--- config.mk ---
export PLATFORM = sky130hd
export DESIGN_NAME = greenflow_ramp_ctrl_flat
export DESIGN_NICKNAME = d
export VERILOG_FILES = /design/src/rtl/greenflow_pkg.sv /design/src/rtl/greenflow_ramp_ctrl_if.sv /design/src/rtl/greenflow_tick_gen.sv /design/src/rtl/greenflow_ramp_ctrl.sv /design/src/flat_wrapper.sv
export SDC_FILE = /design/constraint.sdc
export NUM_CORES = 1
export LEC_CHECK = 0
export CAP_MARGIN = 20
export CORE_UTILIZATION = 40
export CTS_BUF_LIST = sky130_fd_sc_hd__clkbuf_2 sky130_fd_sc_hd__clkbuf_4 sky130_fd_sc_hd__clkbuf_8
export DETAILED_ROUTE_END_ITERATION = 10
export GPL_ROUTABILITY_DRIVEN = 0
export PLACE_DENSITY = 0.6
export SLEW_MARGIN = 20
export SYNTH_ARGS = -nofsm -noshare
export SYNTH_HDL_FRONTEND = slang
export SYNTH_SLANG_ARGS = --single-unit
--- constraint.sdc ---
create_clock -name clk -period 9.6 [get_ports clk]
set_input_delay 2.4 -clock clk [delete_from_list [all_inputs] [get_ports clk]]
set_output_delay 2.4 -clock clk [all_outputs]
set_load 0.005 [all_outputs]
--- src/rtl/greenflow_pkg.sv ---
// Shared GreenFlow definitions: gate status codes, ramp FSM encodings and the
// fail-safe power level.
package greenflow_pkg;

  localparam logic [1:0] ST_OK        = 2'b00;
  localparam logic [1:0] ST_GRID_CLIP = 2'b01;
  localparam logic [1:0] ST_TEMP_TRIP = 2'b10;
  localparam logic [1:0] ST_AI_FAULT  = 2'b11;

  localparam logic [15:0] FAILSAFE_POWER = 16'd0;

  typedef enum logic [1:0] {
    RampIdle    = 2'b00,
    RampRun     = 2'b01,
    RampTrip    = 2'b10,
    RampHoldoff = 2'b11
  } ramp_state_e;

endpackage

--- src/rtl/greenflow_ramp_ctrl_if.sv ---
// Gate-to-charger link: enforced power/status in, driven setpoint and telemetry out.
interface greenflow_ramp_ctrl_if;

  logic [15:0] target_kw;
  logic [1:0]  status_code;
  logic        enable;
  logic [15:0] charger_setpoint_kw;
  logic [1:0]  ramp_state;
  logic        at_target;
  logic [7:0]  trip_count;

  modport master (
    output target_kw, status_code, enable,
    input  charger_setpoint_kw, ramp_state, at_target, trip_count
  );

  modport slave (
    input  target_kw, status_code, enable,
    output charger_setpoint_kw, ramp_state, at_target, trip_count
  );

endinterface

--- src/rtl/greenflow_tick_gen.sv ---
// Free-running prescaler: one-cycle tick every TICK_DIV clocks.
module greenflow_tick_gen #(
  parameter int unsigned TICK_DIV = 1000
) (
  input  logic clk,
  input  logic rst_n,
  output logic tick
);

  localparam int unsigned   CntW   = (TICK_DIV > 1) ? $clog2(TICK_DIV) : 1;
  localparam logic [CntW-1:0] CntMax = CntW'(TICK_DIV - 1);

  logic [CntW-1:0] cnt_q;

  assign tick = (cnt_q == CntMax);

  always_ff @(posedge clk or negedge rst_n) begin
    if (!rst_n) begin
      cnt_q <= '0;
    end else if (tick) begin
      cnt_q <= '0;
    end else begin
      cnt_q <= cnt_q + CntW'(1);
    end
  end

endmodule

--- src/rtl/greenflow_ramp_ctrl.sv ---
// Charger setpoint controller: slew-limited ramp-up, immediate cuts, post-fault
// restart hold-off and saturating trip counter.
module greenflow_ramp_ctrl
  import greenflow_pkg::*;
#(
  parameter logic [15:0] STEP_UP_KW    = 16'd5,
  parameter int unsigned TICK_DIV      = 1000,
  parameter int unsigned HOLDOFF_TICKS = 8
) (
  input logic                 clk,
  input logic                 rst_n,
  greenflow_ramp_ctrl_if.slave bus
);

  localparam int unsigned      HoldW    = (HOLDOFF_TICKS > 0) ? $clog2(HOLDOFF_TICKS + 1) : 1;
  localparam logic [HoldW-1:0] HoldLoad = HoldW'(HOLDOFF_TICKS);

  ramp_state_e      state_q;
  logic [15:0]      setpoint_q;
  logic             at_target_q;
  logic [7:0]       trip_q;
  logic [HoldW-1:0] hold_q;

  logic        tick;
  logic        fault;
  logic [7:0]  trip_inc;
  logic [16:0] headroom;
  logic [15:0] step_kw;
  logic [16:0] ramp_sum;

  greenflow_tick_gen #(
    .TICK_DIV(TICK_DIV)
  ) u_tick_gen (
    .clk  (clk),
    .rst_n(rst_n),
    .tick (tick)
  );

  // Widened to 17 bits so the step never wraps or lands above target.
  always_comb begin
    fault    = (bus.status_code == ST_TEMP_TRIP) || (bus.status_code == ST_AI_FAULT);
    trip_inc = (trip_q == 8'hFF) ? trip_q : trip_q + 8'd1;
    headroom = {1'b0, bus.target_kw} - {1'b0, setpoint_q};
    step_kw  = (headroom > {1'b0, STEP_UP_KW}) ? STEP_UP_KW : headroom[15:0];
    ramp_sum = {1'b0, setpoint_q} + {1'b0, step_kw};
  end

  always_ff @(posedge clk or negedge rst_n) begin
    if (!rst_n) begin
      state_q     <= RampIdle;
      setpoint_q  <= FAILSAFE_POWER;
      at_target_q <= 1'b0;
      trip_q      <= '0;
      hold_q      <= '0;
    end else begin
      unique case (state_q)
        RampIdle: begin
          setpoint_q  <= FAILSAFE_POWER;
          at_target_q <= 1'b0;
          if (fault) begin
            state_q <= RampTrip;
            trip_q  <= trip_inc;
          end else if (bus.enable && (bus.target_kw != 16'd0)) begin
            state_q <= RampRun;
          end
        end
        RampRun: begin
          if (fault) begin
            state_q     <= RampTrip;
            setpoint_q  <= FAILSAFE_POWER;
            at_target_q <= 1'b0;
            trip_q      <= trip_inc;
          end else if (!bus.enable) begin
            state_q     <= RampIdle;
            setpoint_q  <= FAILSAFE_POWER;
            at_target_q <= 1'b0;
          end else if (bus.target_kw < setpoint_q) begin
            setpoint_q  <= bus.target_kw;
            at_target_q <= 1'b1;
          end else if (tick && (setpoint_q < bus.target_kw)) begin
            setpoint_q  <= ramp_sum[15:0];
            at_target_q <= (ramp_sum == {1'b0, bus.target_kw});
          end else begin
            at_target_q <= (setpoint_q == bus.target_kw);
          end
        end
        RampTrip: begin
          setpoint_q  <= FAILSAFE_POWER;
          at_target_q <= 1'b0;
          if (!fault) begin
            state_q <= RampHoldoff;
            hold_q  <= HoldLoad;
          end
        end
        RampHoldoff: begin
          setpoint_q  <= FAILSAFE_POWER;
          at_target_q <= 1'b0;
          if (fault) begin
            state_q <= RampTrip;
            trip_q  <= trip_inc;
          end else if (hold_q == '0) begin
            state_q <= RampIdle;
          end else if (tick) begin
            hold_q <= hold_q - HoldW'(1);
          end
        end
        default: state_q <= RampIdle;
      endcase
    end
  end

  assign bus.charger_setpoint_kw = setpoint_q;
  assign bus.ramp_state          = state_q;
  assign bus.at_target           = at_target_q;
  assign bus.trip_count          = trip_q;

endmodule
--- src/flat_wrapper.sv ---
// flat-port wrapper written by rule: the top's interface ports become plain ports
module greenflow_ramp_ctrl_flat import greenflow_pkg::*;
#(
  parameter logic [15:0] STEP_UP_KW    = 16'd5,
  parameter int unsigned TICK_DIV      = 1000,
  parameter int unsigned HOLDOFF_TICKS = 8
)
  (clk, rst_n, bus_target_kw, bus_status_code, bus_enable, bus_charger_setpoint_kw, bus_ramp_state, bus_at_target, bus_trip_count);
  greenflow_ramp_ctrl_if bus_i ();
  input logic clk;
  input logic rst_n;
  input wire logic [$bits(bus_i.target_kw)-1:0] bus_target_kw;
  input wire logic [$bits(bus_i.status_code)-1:0] bus_status_code;
  input wire logic [$bits(bus_i.enable)-1:0] bus_enable;
  output wire logic [$bits(bus_i.charger_setpoint_kw)-1:0] bus_charger_setpoint_kw;
  output wire logic [$bits(bus_i.ramp_state)-1:0] bus_ramp_state;
  output wire logic [$bits(bus_i.at_target)-1:0] bus_at_target;
  output wire logic [$bits(bus_i.trip_count)-1:0] bus_trip_count;
  assign bus_i.target_kw = bus_target_kw;
  assign bus_i.status_code = bus_status_code;
  assign bus_i.enable = bus_enable;
  assign bus_charger_setpoint_kw = bus_i.charger_setpoint_kw;
  assign bus_ramp_state = bus_i.ramp_state;
  assign bus_at_target = bus_i.at_target;
  assign bus_trip_count = bus_i.trip_count;
  greenflow_ramp_ctrl #(.STEP_UP_KW(STEP_UP_KW), .TICK_DIV(TICK_DIV), .HOLDOFF_TICKS(HOLDOFF_TICKS)) u_core (.clk(clk), .rst_n(rst_n), .bus(bus_i));
endmodule
### After elaboration in Yosys (flattened, before gate mapping)

Index checks and enable logic that the tools add are counted.

* input bits: 21
* logic and storage cells: 69
* output and inout port bits: 27
* flip-flop bits (word level): 41

* $lt $le $gt $ge: 3
* bitwise logic cells: 1
* add/subtract/negate cells: 5
* reduce and logical (&&, ||, !) cells: 12
* equality and inequality tests: 17
* muxes and demuxes: 25

Operators by type and width (count)
* $mux 16: 5
* $lt 16x16->1: 2
* $pmux 16 s2: 1
* $add 16x16->17: 1
* $eq 17x16->1: 1
* $gt 17x3->1 const B: 1
* $sub 16x16->17: 1
* $eq 16x16->1: 1
* $mux 4: 4
* $reduce_bool 16->1: 1
* $mux 2: 7
* $add 10x1->10 const B: 1
* $eq 10x10->1 const B: 1
* $mux 10: 1
* $add 8x1->8 const B: 1
* $eq 2x2->1 const B: 4
* $eq 8x8->1 const B: 1
* $pmux 2 s4: 1
* $pmux 4 s2: 1
* $ne 2x2->1 const B: 3
* $ne 3x1->1 const B: 2
* $reduce_or 3->1: 2
* $ne 5x2->1 const B: 1
* $reduce_and 5->1: 1
* other kinds (14): 18

### Longest topological paths before layout

* word-level depth: 10
* gate-level depth with buffers: 24

### Cells and area by module

Synthesis repeated with hierarchy kept, for this count alone.

* cells, all modules: 565
* area, all modules: 4489.3 µm²

Modules (own cells, without submodules)
* greenflow_ramp_ctrl: area an instance 4016.4 µm², cells each 523, times used 1
* greenflow_tick_gen: area an instance 473.0 µm², cells each 42, times used 1

### Least setup slack after synthesis

No wires, ideal clock.

* path type: in2reg
* start: input bus_target_kw[0]
* end: register u_core.at_target_q, in the netlist u_core.bus.at_target
* data required time: 9508 ps
* arrival: 7765 ps
* setup slack: 1744 ps
* path buffers: 0
* cell stages on the path: 24
* cell sequence: inv_1 ha_1 inv_1 fa_1 a211oi_2 o21ai_1 and3_1 or3_1 a21boi_0 and4_1 and2_1 a21boi_0 fa_1 a21o_1 a2111oi_4 nor2_2 a311oi_2 nor2_1 nor4b_2 o2111ai_1 or4_1 nor4_1 nand4_1 o31ai_2

* word-level cells in the longest chain between the ends: 10
* elaborated cells between the ends (all ways): 14
* those cells by class: 2 x add/sub; 3 x order compare; 2 x eq/ne; 6 x mux; 1 x reduce/logical

Ends and longest elaborated chain
* start, declared: RTL line flat_wrapper.sv:12 `input wire logic [$bits(bus_i.target_kw)-1:0] bus_target_kw;`
* $sub 16x16->17: RTL line greenflow_ramp_ctrl.sv:43 `headroom = {1'b0, bus.target_kw} - {1'b0, setpoint_q};`
* $gt 17x3->1: RTL line greenflow_ramp_ctrl.sv:44 `step_kw = (headroom > {1'b0, STEP_UP_KW}) ? STEP_UP_KW : headroom[15:0];`
* $mux 16: RTL line greenflow_ramp_ctrl.sv:44
* $add 16x16->17: RTL line greenflow_ramp_ctrl.sv:45 `ramp_sum = {1'b0, setpoint_q} + {1'b0, step_kw};`
* $eq 17x16->1: RTL line greenflow_ramp_ctrl.sv:82 `at_target_q <= (ramp_sum == {1'b0, bus.target_kw});`
* $mux 1: RTL line greenflow_ramp_ctrl.sv:80 `end else if (tick && (setpoint_q < bus.target_kw)) begin`
* $mux 1 (*): RTL line greenflow_ramp_ctrl.sv:77 `end else if (bus.target_kw < setpoint_q) begin`
* $mux 1 (*): RTL line greenflow_ramp_ctrl.sv:73 `end else if (!bus.enable) begin`
* $mux 1 (*): RTL line greenflow_ramp_ctrl.sv:68 `if (fault) begin`
* $pmux 1 s2 (*): RTL line greenflow_ramp_ctrl.sv:56 `unique case (state_q)`
* end signal, assigned: RTL line greenflow_ramp_ctrl.sv:82
* end signal, assigned: RTL line greenflow_ramp_ctrl.sv:84 `at_target_q <= (setpoint_q == bus.target_kw);`
* end, declared: RTL line greenflow_ramp_ctrl.sv:20 `logic at_target_q;`

Every way passes the cells marked *; elsewhere a longest branch is shown, timed or not.
A chain may end at the register's enable or synchronous reset.

### Worst setup path after layout

Same ends and word-level chain as after synthesis.

==> run_results.csv <==
group,metric,value,unit
pwr,power.switching,0.196,mW
synth,synth_edf_count,0,
synth,syn_area,4530,um2
timing,maxSlewHeadroom,0.344,
worst_setup_path,crit_buf_inv,3,
cts,cts_tree,"yes",
pwr,p_clk_frac,0.235,
timing,fin_crit_sh,0.946,
pwr,internal-power,0.331,mW
global_route,grt_first_pass_wirelength,21500,um
finish,antennaDiodeCount,0,
placed_design,hpwl,10300,um
worst_setup_path,r2r_setup_slack,2.68,ns
worst_setup_path,cp-start-kind,"primary input",
min_path,hold_start,"u_core.u_tick_gen.cnt_q[0]$_DFF_PN0_",
timing,hold_viol,0,
global_route,grt_pass1_vias,4153,
pwr,swShare,0.372,
routing,drc,0,
cts,h-tree-depth,2,
pwr,p_seq_frac,0.410,
cts,cts.sinks,41,
min_path,min_path_type,"reg -> reg",
cts,path_clk_slew,0.09,ns
cts,holdBufCountCts,0,
cts,numCtsBuffers,5,
synth,ys_async_sr_fraction,1.00,
synth,syn_area_per_cell,7.89,um2
worst_setup_path,path_depth,25,
worst_setup_path,r2r_cells,23,
timing,fmax,0.110,GHz
die,die-area,11700,um2
synth,yosysTopAreaCell,"dfrtp_1",
worst_setup_path,reg2reg_to,"u_core.bus.at_target$_DFF_PN0_",
cts,post_cts_resized,0,
die,ios,48,
worst_setup_path,crit_path_end,"u_core.bus.at_target$_DFF_PN0_",
timing,rsz0062_at_grt,"no",
timing,skew,0.0102,ns
synth,yosysUniqueCellTypes,69,
cts,ctsRootBufferMaster,"clkbuf_8",
pwr,p_comb_frac,0.355,
timing,tightest_slew,0.984,ns
pwr,leakage,2.17,nW
timing,final.setup.tns,0,ns
timing,period_minus_slack,9.09,ns
routing,antenna_left,0,
synth,yosysSeqAreaShare,0.227,
timing,setup_viol,0,
routing,wl_per_cell,17.4,um
finish,final_area,5230,um2
synth,synth_top_area_share,0.227,
global_route,grt_max_degree,42,
routing,vias_per_cell,5.84,
die,core-area,10900,um2
worst_setup_path,startpoint,"bus_target_kw[0]",
die,die_y,108,um
worst_setup_path,critPathTopFamily,"compound AO/OA/AOI/OAI gates",
routing,drt-total-wl,13300,um
synth,ys_warn_count,0,
routing,vias,4464,
placed_design,placed_area,5140,um2
routing,first_pass_iters,5,
pwr,powerDensity,101,nW/um2
synth,ys_seq_elements,41,
die,start_util,0.414,
worst_setup_path,cp_slowest_cell,"clkdlybuf4s50_1",
worst_setup_path,path_max_fanout,5,
cts,clk_latency,0.31,ns
placed_design,io_buffers,46,
worst_setup_path,r2r-start,"u_core.bus.charger_setpoint_kw[0]$_DFFE_PN0P_",
global_route,grt_use_total,0.234,
finish,area_growth,15.5,%
global_route,grt_remaining_overflow,0,
global_route,antenna_found_initial,0,
job,maxCapViolCount,0,
timing,whs,0.484,ns
finish,fin_util,0.478,
worst_setup_path,cp.required,9.81,ns
synth,ys_top_cells_by_area,"dfrtp_1 23%, ha_1 9.7%, nand2_1 4.9%, xnor2_1 4.4%, nor2_1 4.4%",
timing,maxSlewViolCount,0,
pwr,ir_drop,0.0678,mV
worst_setup_path,worstPathArrival,9.29,ns
worst_setup_path,worst_setup_path_end_kind,"flip-flop",
die,die_x,108,um
worst_setup_path,critPathKind,"in -> reg",
cts,cts_setup_buffers,0,
cts,cts_buffer_depth,2,
outcome,status,"finished, final reports clean",
synth,synthFlopType,"dfrtp_1",
finish,layout_commonest_cell,"nand2_1",
synth,synthCells,574,
finish,fin_nets,682,
finish,drive_above_1_share,0.0576,
finish,layout_common_cells,"59 x nand2_1, 53 x nor2_1, 45 x clkdlybuf4s50_1",
die,num_rows,38,
worst_setup_path,crit_path_max_incr_delay,0.53,ns
routing,drtIter0Drc,335,
[state kept, by name, indices dropped and copies added, names as in the netlist]
register / count
u_core.bus.trip_count: 8
u_core.u_tick_gen.cnt_q: 10
u_core.bus.ramp_state: 2
u_core.hold_q: 4
u_core.bus.charger_setpoint_kw: 16
u_core.bus.at_target: 1
[kinds of logic after synthesis]
logic type,synth area share
buffers and inverters,0.0484
other,0.000828
adder cells (fa/ha/maj),0.106
flip-flops,0.227
AO/OA/AOI/OAI,0.238
multiplexers,0.0362
AND/OR/NAND/NOR,0.264
XOR/XNOR,0.0807
[cell type report]
class	instances	area, um2
multi-input cells	493	3330
repair buffers	50	485
flip-flops and latches	41	1030
inverters	33	124
fillers	1118	5710
clock inverters	2	15.0
well taps	140	175
clock buffers	6	76.3
[Yosys cell counts, types with 7 or more instances]
| library cell | count |
|---|---|
| and2_1 | 7 |
| nor2_1 | 53 |
| nand4_1 | 18 |
| clkbuf_1 | 15 |
| nor4_1 | 8 |
| nand3_1 | 21 |
| a21o_1 | 13 |
| o21ai_0 | 25 |
| and3_1 | 8 |
| a21oi_1 | 36 |
| xnor2_1 | 23 |
| dfrtp_1 | 41 |
| inv_1 | 33 |
| mux2i_1 | 13 |
| nand2_1 | 59 |
| xor2_1 | 16 |
| nand2b_1 | 8 |
| ha_1 | 35 |
| nor3_1 | 15 |
| a211oi_1 | 13 |
[metrics by stage]
step                      instances  setup slack [ns]  total power, mW
final                           765             0.514            0.527
after global routing            765             0.229            0.564
after CTS                       765             0.624            0.531
after detailed placement        757             0.354            0.405
after global placement          757             0.430            0.399
after floorplan                 586              1.74            0.332
[worst min-delay path by stage]
stage	slack, ns	endpoint	depth (start not counted)
after floorplan	0.44	u_core.u_tick_gen.cnt_q[9]$_DFF_PN0_	1
after global placement	0.47	u_core.u_tick_gen.cnt_q[0]$_DFF_PN0_	1
after detailed placement	0.48	u_core.u_tick_gen.cnt_q[0]$_DFF_PN0_	1
after CTS	0.49	u_core.u_tick_gen.cnt_q[0]$_DFF_PN0_	1
after global routing	0.52	u_core.u_tick_gen.cnt_q[0]$_DFF_PN0_	1
final	0.48	u_core.u_tick_gen.cnt_q[0]$_DFF_PN0_	1
[worst register-to-register path, cell delays in order, from the launching register on]
cell	delay, ns
dfrtp_1	0.51
ha_1	0.26
inv_1	0.06
fa_1	0.42
a211oi_2	0.43
o21ai_1	0.20
and3_1	0.21
or3_1	0.36
a21boi_0	0.27
and4_1	0.26
and2_1	0.27
a21boi_0	0.15
fa_1	0.41
a21o_1	0.24
a2111oi_4	0.51
nor2_2	0.08
a311oi_2	0.39
nor2_1	0.12
nor4b_2	0.27
o2111ai_1	0.14
or4_1	0.52
nor4_1	0.30
nand4_1	0.18
o31ai_2	0.25
[per-layer routing]
layer / GRT usage / share of wire
met4: 0.0560 / 0.018
met3: 0.0217 / 0.042
met2: 0.378 / 0.45
met1: 0.336 / 0.49
met5: 0 / 0
[power groups by stage]
stage	sequential [mW]	clock [mW]	combinational, mW
4_1_cts	0.216	0.128	0.186
3_3_place_gp	0.218	0	0.181
2_1_floorplan	0.213	0	0.118
5_1_grt	0.219	0.135	0.210
6_report	0.216	0.124	0.187
3_5_place_dp	0.219	0	0.185
Note: power is estimated with default switching activity, not from simulation.
